==> src/rtl/datapath_seq_if.sv <==
// Command/status bus between the instruction controller and datapath_seq.
//   master : controller side; drives the command, external write and debug index.
//   slave  : datapath side; returns debug read, result, {N,Z,V} status, busy, done.
// W / NREG / IMM_W must match the parameters of the attached datapath_seq.
interface datapath_seq_if #(
    parameter int W     = 16,
    parameter int NREG  = 8,
    parameter int IMM_W = 5
);
    localparam int AW = $clog2(NREG);

    logic             start;
    logic [AW-1:0]    rn, rm, rd;
    logic [1:0]       alu_op, shift;
    logic             use_imm, a_zero, set_flags, wb_en;
    logic [IMM_W-1:0] imm;
    logic             ext_we;
    logic [AW-1:0]    ext_addr;
    logic [W-1:0]     ext_data;
    logic [AW-1:0]    dbg_addr;
    logic [W-1:0]     dbg_data;
    logic [W-1:0]     result;
    logic [2:0]       status;
    logic             busy, done;

    modport master (
        output start, rn, rm, rd, alu_op, shift, use_imm, a_zero, set_flags, wb_en, imm,
               ext_we, ext_addr, ext_data, dbg_addr,
        input  dbg_data, result, status, busy, done
    );

    modport slave (
        input  start, rn, rm, rd, alu_op, shift, use_imm, a_zero, set_flags, wb_en, imm,
               ext_we, ext_addr, ext_data, dbg_addr,
        output dbg_data, result, status, busy, done
    );
endinterface

==> src/rtl/datapath_seq.sv <==
// Register-file / ALU datapath with a built-in sequencer.
// One start pulse in IDLE runs LOADA -> LOADB -> EXEC -> WB -> IDLE.
// Ports:
//   clk   : rising-edge clock
//   reset : synchronous, active-high; aborts any operation in flight
//   bus   : datapath_seq_if.slave (command latch, external write, debug read,
//           result = C register, status = {N,Z,V}, busy, done in WB)
module datapath_seq #(
    parameter int W     = 16,
    parameter int NREG  = 8,
    parameter int IMM_W = 5
) (
    input logic         clk,
    input logic         reset,
    datapath_seq_if.slave bus
);
    localparam int AW = $clog2(NREG);

    typedef enum logic [2:0] {IDLE, LOADA, LOADB, EXEC, WB} state_t;

    // Command captured at the accepting edge; inputs are ignored while busy.
    typedef struct packed {
        logic [AW-1:0]    rn, rm, rd;
        logic [1:0]       alu_op, shift;
        logic             use_imm, a_zero, set_flags, wb_en;
        logic [IMM_W-1:0] imm;
    } cmd_t;

    state_t       state;
    cmd_t         cmd;
    logic [W-1:0] regs [NREG];
    logic [W-1:0] a_q, b_q, c_q;
    logic [2:0]   status_q;
    logic         busy_q, done_q;

    logic [W-1:0] b_sh, ain, bin, res;
    logic         v;

    always_comb begin
        ain = cmd.a_zero ? '0 : a_q;
        unique case (cmd.shift)
            2'b01:   b_sh = {b_q[W-2:0], 1'b0};      // lsl1, MSB lost
            2'b10:   b_sh = {1'b0, b_q[W-1:1]};      // lsr1, zero fill
            2'b11:   b_sh = {b_q[W-1], b_q[W-1:1]};  // asr1, sign kept
            default: b_sh = b_q;
        endcase
        // The immediate bypasses the shifter.
        bin = cmd.use_imm ? {{(W-IMM_W){1'b0}}, cmd.imm} : b_sh;
        res = '0;
        v   = 1'b0;
        unique case (cmd.alu_op)
            2'b00: begin
                res = ain + bin;
                v   = (ain[W-1] == bin[W-1]) && (res[W-1] != ain[W-1]);
            end
            2'b01: begin
                res = ain - bin;
                v   = (ain[W-1] != bin[W-1]) && (res[W-1] != ain[W-1]);
            end
            2'b10:   res = ain & bin;
            default: res = ~bin;
        endcase
    end

    always_ff @(posedge clk) begin
        if (reset) begin
            state    <= IDLE;
            cmd      <= '0;
            a_q      <= '0;
            b_q      <= '0;
            c_q      <= '0;
            status_q <= 3'b000;
            busy_q   <= 1'b0;
            done_q   <= 1'b0;
            for (int i = 0; i < NREG; i++) regs[i] <= '0;
        end else begin
            done_q <= 1'b0;
            case (state)
                IDLE: begin
                    // A same-edge start still sees this write: LOADA reads one edge later.
                    if (bus.ext_we) regs[bus.ext_addr] <= bus.ext_data;
                    if (bus.start) begin
                        cmd.rn        <= bus.rn;
                        cmd.rm        <= bus.rm;
                        cmd.rd        <= bus.rd;
                        cmd.alu_op    <= bus.alu_op;
                        cmd.shift     <= bus.shift;
                        cmd.use_imm   <= bus.use_imm;
                        cmd.a_zero    <= bus.a_zero;
                        cmd.set_flags <= bus.set_flags;
                        cmd.wb_en     <= bus.wb_en;
                        cmd.imm       <= bus.imm;
                        state         <= LOADA;
                        busy_q        <= 1'b1;
                    end
                end
                LOADA: begin
                    a_q   <= regs[cmd.rn];
                    state <= LOADB;
                end
                LOADB: begin
                    b_q   <= regs[cmd.rm];
                    state <= EXEC;
                end
                EXEC: begin
                    c_q <= res;
                    if (cmd.set_flags) status_q <= {res[W-1], res == '0, v};
                    done_q <= 1'b1;  // registered so it is high exactly during WB
                    state  <= WB;
                end
                WB: begin
                    if (cmd.wb_en) regs[cmd.rd] <= c_q;
                    state  <= IDLE;
                    busy_q <= 1'b0;
                end
                default: begin
                    state  <= IDLE;
                    busy_q <= 1'b0;
                end
            endcase
        end
    end

    assign bus.dbg_data = regs[bus.dbg_addr];
    assign bus.result   = c_q;
    assign bus.status   = status_q;
    assign bus.busy     = busy_q;
    assign bus.done     = done_q;
endmodule
==> src/flat_wrapper.sv <==
// flat-port wrapper written by rule: the top's interface ports become plain ports
module datapath_seq_flat 
#(
    parameter int W     = 16,
    parameter int NREG  = 8,
    parameter int IMM_W = 5
)
  (clk, reset, bus_start, bus_rn, bus_rm, bus_rd, bus_alu_op, bus_shift, bus_use_imm, bus_a_zero, bus_set_flags, bus_wb_en, bus_imm, bus_ext_we, bus_ext_addr, bus_ext_data, bus_dbg_addr, bus_dbg_data, bus_result, bus_status, bus_busy, bus_done);
  datapath_seq_if #(.W(W), .NREG(NREG), .IMM_W(IMM_W)) bus_i ();
  input logic clk;
  input logic reset;
  input wire logic [$bits(bus_i.start)-1:0] bus_start;
  input wire logic [$bits(bus_i.rn)-1:0] bus_rn;
  input wire logic [$bits(bus_i.rm)-1:0] bus_rm;
  input wire logic [$bits(bus_i.rd)-1:0] bus_rd;
  input wire logic [$bits(bus_i.alu_op)-1:0] bus_alu_op;
  input wire logic [$bits(bus_i.shift)-1:0] bus_shift;
  input wire logic [$bits(bus_i.use_imm)-1:0] bus_use_imm;
  input wire logic [$bits(bus_i.a_zero)-1:0] bus_a_zero;
  input wire logic [$bits(bus_i.set_flags)-1:0] bus_set_flags;
  input wire logic [$bits(bus_i.wb_en)-1:0] bus_wb_en;
  input wire logic [$bits(bus_i.imm)-1:0] bus_imm;
  input wire logic [$bits(bus_i.ext_we)-1:0] bus_ext_we;
  input wire logic [$bits(bus_i.ext_addr)-1:0] bus_ext_addr;
  input wire logic [$bits(bus_i.ext_data)-1:0] bus_ext_data;
  input wire logic [$bits(bus_i.dbg_addr)-1:0] bus_dbg_addr;
  output wire logic [$bits(bus_i.dbg_data)-1:0] bus_dbg_data;
  output wire logic [$bits(bus_i.result)-1:0] bus_result;
  output wire logic [$bits(bus_i.status)-1:0] bus_status;
  output wire logic [$bits(bus_i.busy)-1:0] bus_busy;
  output wire logic [$bits(bus_i.done)-1:0] bus_done;
  assign bus_i.start = bus_start;
  assign bus_i.rn = bus_rn;
  assign bus_i.rm = bus_rm;
  assign bus_i.rd = bus_rd;
  assign bus_i.alu_op = bus_alu_op;
  assign bus_i.shift = bus_shift;
  assign bus_i.use_imm = bus_use_imm;
  assign bus_i.a_zero = bus_a_zero;
  assign bus_i.set_flags = bus_set_flags;
  assign bus_i.wb_en = bus_wb_en;
  assign bus_i.imm = bus_imm;
  assign bus_i.ext_we = bus_ext_we;
  assign bus_i.ext_addr = bus_ext_addr;
  assign bus_i.ext_data = bus_ext_data;
  assign bus_i.dbg_addr = bus_dbg_addr;
  assign bus_dbg_data = bus_i.dbg_data;
  assign bus_result = bus_i.result;
  assign bus_status = bus_i.status;
  assign bus_busy = bus_i.busy;
  assign bus_done = bus_i.done;
  datapath_seq #(.W(W), .NREG(NREG), .IMM_W(IMM_W)) u_core (.clk(clk), .reset(reset), .bus(bus_i));
endmodule
==> config.mk <==
export PLATFORM = sky130hd
export DESIGN_NAME = datapath_seq_flat
export DESIGN_NICKNAME = d
export VERILOG_FILES = /design/src/rtl/datapath_seq_if.sv /design/src/rtl/datapath_seq.sv /design/src/flat_wrapper.sv
export SDC_FILE = /design/constraint.sdc
export NUM_CORES = 1
export LEC_CHECK = 0
export CAP_MARGIN = 10
export CORE_MARGIN = 4
export CORE_UTILIZATION = 33
export CTS_BUF_LIST = sky130_fd_sc_hd__clkbuf_4 sky130_fd_sc_hd__clkbuf_8
export CTS_CLUSTER_DIAMETER = 200
export CTS_CLUSTER_SIZE = 10
export DETAILED_ROUTE_END_ITERATION = 8
export GPL_ROUTABILITY_DRIVEN = 0
export SLEW_MARGIN = 20
export SYNTH_ARGS = -nofsm -noshare
export SYNTH_HDL_FRONTEND = slang
export SYNTH_SLANG_ARGS = --single-unit
==> constraint.sdc <==
create_clock -name clk -period 6.07 [get_ports clk]
set_input_delay 0.9105 -clock clk [delete_from_list [all_inputs] [get_ports clk]]
set_output_delay 0.9105 -clock clk [all_outputs]
set_load 0.05 [all_outputs]
==> impl_results.md <==
* Initial Utilization at 0.334
* Placement Cell Area at 0.0143 sq mm
* Async SR Flop Fraction at 0
* Final setup vio count at 0
* Detailed Route WL at 38.6 mm
* Area of the multi-input gates at 0.00702 sq mm
* Syn nets at 1,299
* FF-to-FF Start: u_core.cmd[10]$_SDFFE_PP0P_
* GR Util met2 at 0.305
* Setup TNS Final at 0 ps
* Crit path max fanout at 26
* Worst-path clk slew at 100 ps
* Worst Hold End: u_core.cmd[3]$_SDFFE_PP0P_
* Yosys cell types at 75
* Req. time, crit path at 6560 ps
* Slew margin rel. at 0.262
* Net count, final at 1,344
* Top cell type's share of synthesized area at 0.297
* DP Wirelength at 26.9 mm
* Core Area at 0.0387 sq mm
* Worst Skew at 22.0 ps
* Most Used Layer, Global Route: met2
* Pleak at 5.08 nW
* Worst stage delay on the critical path at 570 ps
* Pwr Density at 250 mW/mm^2
* CTS Buf Count at 24
* Largest net degree at the start of global routing at 59
* WL/cell at 21.5 um
* # rows at 72
* First-pass GRT wire length at 58.9 mm
* Fillers at 3,831
* Mapped Cells at 1,217
* Gr ovfl total at 0
* DR DRC count at 0
* Post-CTS setup buffer count at 0
* Design area at 0.0148 sq mm
* Slew @ Worst Pin at 1110 ps
* Worst hold stages at 2
* Syn Area/Cell at 10.6 sq um
* Fin crit share at 0.743
* Post-CTS Resized at 0
* VDD IR max at 180 uV
* Path depth of the worst reg2reg path at 14
* Tot Pwr at 3.69 mW
* CTS root buf: clkbuf_8
* Area Growth Syn to Fin at 14.2%
* Met1 Usage GRT at 0.238
* First-pass iteration count of the detailed router at 5
* RR Endpoint: u_core.bus.status[1]$_SDFFE_PP0P_
* Status: finished, final reports clean
* Setup crit end kind: flop
* Yosys top cell by area: edfxtp_1
* IO buf count at 84
* Die width at 206 um
* CTS tree: done
* DRT iter0 DRCs at 942
* Fin crit period at 4510 ps
* Finished Layout Cells at 1,794
* Met3 Use GR at 0.0240
* Fraction of layout cells with a size suffix above 1 at 0.168
* Seq. cell area at 0.00541 sq mm
* All-Layer GR Usage at 0.178
* Endpoints failing hold at 0
* Height of the chip at 206 um
* WS Path Type: flop to flop
* Max-cap violation count at 0
* Yosys reg bits at 206
* CTS hold repair buffers at 0
* Max clock buf depth at 3
* Post-DRT Antenna Nets at 0
* H-tree levels at 1
* Routed vias/inst at 5.59
* Vias in the first global route at 9,832
* Initial antenna violation count at 0
* DR vias at 10,030
* Most common cell on crit path: o21ai_1
* I/O pins at 85
* Max-slew violations at 0
* CP max stage cell: dfxtp_1
* # diodes at 0
* Final core utilization at 0.381
* CP Data Arrival Time at 4990 ps
* # placed instances at 1,753
* Worst skew pair latency at 540 ps
* Die ar. at 0.0425 sq mm
* FMAX at 0.222 GHz
* Post-synth EDFFs at 128
* HP Class: flop to flop
* RSZ-0062 raised after global routing: false
* Reg2reg setup slack at 1560 ps
* Yosys warning count at 0
* Register area share after synthesis at 0.418
* CP Launch Type: flop
* Beginning of the worst hold path: u_core.cmd[3]$_SDFFE_PP0P_
* Clk sinks at 206
* Ranking of synthesized cells by area: edfxtp_1 (30%), mux4_2 (17%), dfxtp_1 (12%)
* Cell Area, Synth at 0.0129 sq mm
* Top FF cell, synth: edfxtp_1
* Crit path cell chain: or3b_1, a2bb2oi_2, ha_1, inv_1, fa_1, nor2b_1, o21ai_1, nand3b_1, a2111oi_0, a221oi_1, nor4_1, o2111ai_1, or4_1, o21ai_1
final cells by class:
| type | count | area share |
|---|---|---|
| Clock inverter | 1 | 0.00203 |
| Timing Repair Buffer | 116 | 0.0727 |
| Tap cell | 518 | 0.0439 |
| Sequential cell | 206 | 0.366 |
| Clock buffer | 39 | 0.0304 |
| Inverter | 39 | 0.00991 |
| Multi-Input combinational cell | 875 | 0.475 |
cells in the mapped netlist (4+ instances only):
cell type	number
ha_1	32
nand2_1	87
and3_1	4
o21ai_0	25
nand4_1	5
a211o_1	6
nand3b_1	7
a21oi_1	67
mux4_2	96
nor4_1	5
xnor2_1	6
nor2_1	230
a211oi_1	45
a31oi_1	6
buf_1	16
edfxtp_1	128
o21bai_1	4
dfxtp_1	78
a21o_1	6
mux2i_1	64
nor3_1	17
clkbuf_1	62
nand2b_1	18
inv_1	39
mux2_2	20
o211ai_1	9
a311oi_1	5
nor2b_1	27
nor3b_1	4
or3_1	6
nand3_1	12
o2111ai_1	4
buf_2	17
worst max-delay path: cells and delay by family (launching register included):
family,cells,cell delay [ps]
flip-flops,1,570
adder cells (fa/ha/maj),2,680
AND/OR/NAND/NOR,5,1730
AO/OA/AOI/OAI,6,1400
buffers and inverters,1,80
sequential cells by signal, summed over array words and instances, names as in the netlist:
name               flops
u_core.b_q            16
u_core.cmd            22
u_core.bus.done        1
u_core.bus.status      3
u_core.regs          128
u_core.a_q            16
u_core.bus.result     16
u_core.state           3
u_core.bus.busy        1
per-layer routing:
layer / wire (um) / vias to the layer above
met5: 0 / -
met4: 941 / 0
met3: 2510 / 70
met2: 19000 / 405
met1: 16100 / 4940
li1: - / 4615
through the flow:
step | setup slack [ps] | hold slack (ps)
2_1_floorplan | 2520 | 436
3_3_place_gp | 1670 | 462
3_5_place_dp | 1650 | 465
4_1_cts | 1640 | 479
5_1_grt | 1320 | 492
6_report | 1560 | 473
worst max path at each step:
stage / start / to / depth (start not counted)
4_1_cts: bus_dbg_addr[0] / bus_dbg_data[8] / 5
2_1_floorplan: u_core.cmd[9]$_SDFFE_PP0P_ / u_core.bus.status[1]$_SDFFE_PP0P_ / 15
5_1_grt: u_core.cmd[10]$_SDFFE_PP0P_ / u_core.bus.status[1]$_SDFFE_PP0P_ / 13
3_5_place_dp: bus_dbg_addr[0] / bus_dbg_data[8] / 5
3_3_place_gp: bus_dbg_addr[0] / bus_dbg_data[10] / 5
6_report: u_core.cmd[10]$_SDFFE_PP0P_ / u_core.bus.status[1]$_SDFFE_PP0P_ / 14
where the power goes:
group          switching, mW  leakage [nW]  internal (mW)
logic                  0.625          2.86          0.430
registers             0.0672          1.96           1.57
clock network          0.500         0.258          0.506
cells in the final DEF (no fill, tap or decap), drive strengths merged, types with 5 or more instances in the layout:
master,synthesis,layout
or3,7,7
nor2b,27,27
nor2,230,230
nand2b,18,18
clkbuf,62,39
mux4,96,96
nand2,87,87
a21oi,67,67
nor4,6,6
mux2i,64,64
xnor2,6,6
nand3b,7,7
nand3,12,12
a211oi,45,45
nand4,5,5
o21ai,27,27
edfxtp,128,128
nor3,17,17
inv,39,39
buf,35,34
a21o,6,6
ha,32,32
clkdlybuf4s50,0,82
a31oi,7,7
dfxtp,78,78
a311oi,6,6
a211o,6,6
mux2,20,20
o211ai,10,10
kinds of logic after synthesis:
| family | count (synthesis) | share of synthesized area |
|---|---|---|
| xor+xnor | 9 | 0.00609 |
| mux | 180 | 0.234 |
| simple gates | 436 | 0.150 |
| flops | 206 | 0.418 |
| buf+inv | 136 | 0.0420 |
| compound gates | 216 | 0.116 |
| fa+ha+maj | 34 | 0.0340 |
(Power assumes the default switching activity.)
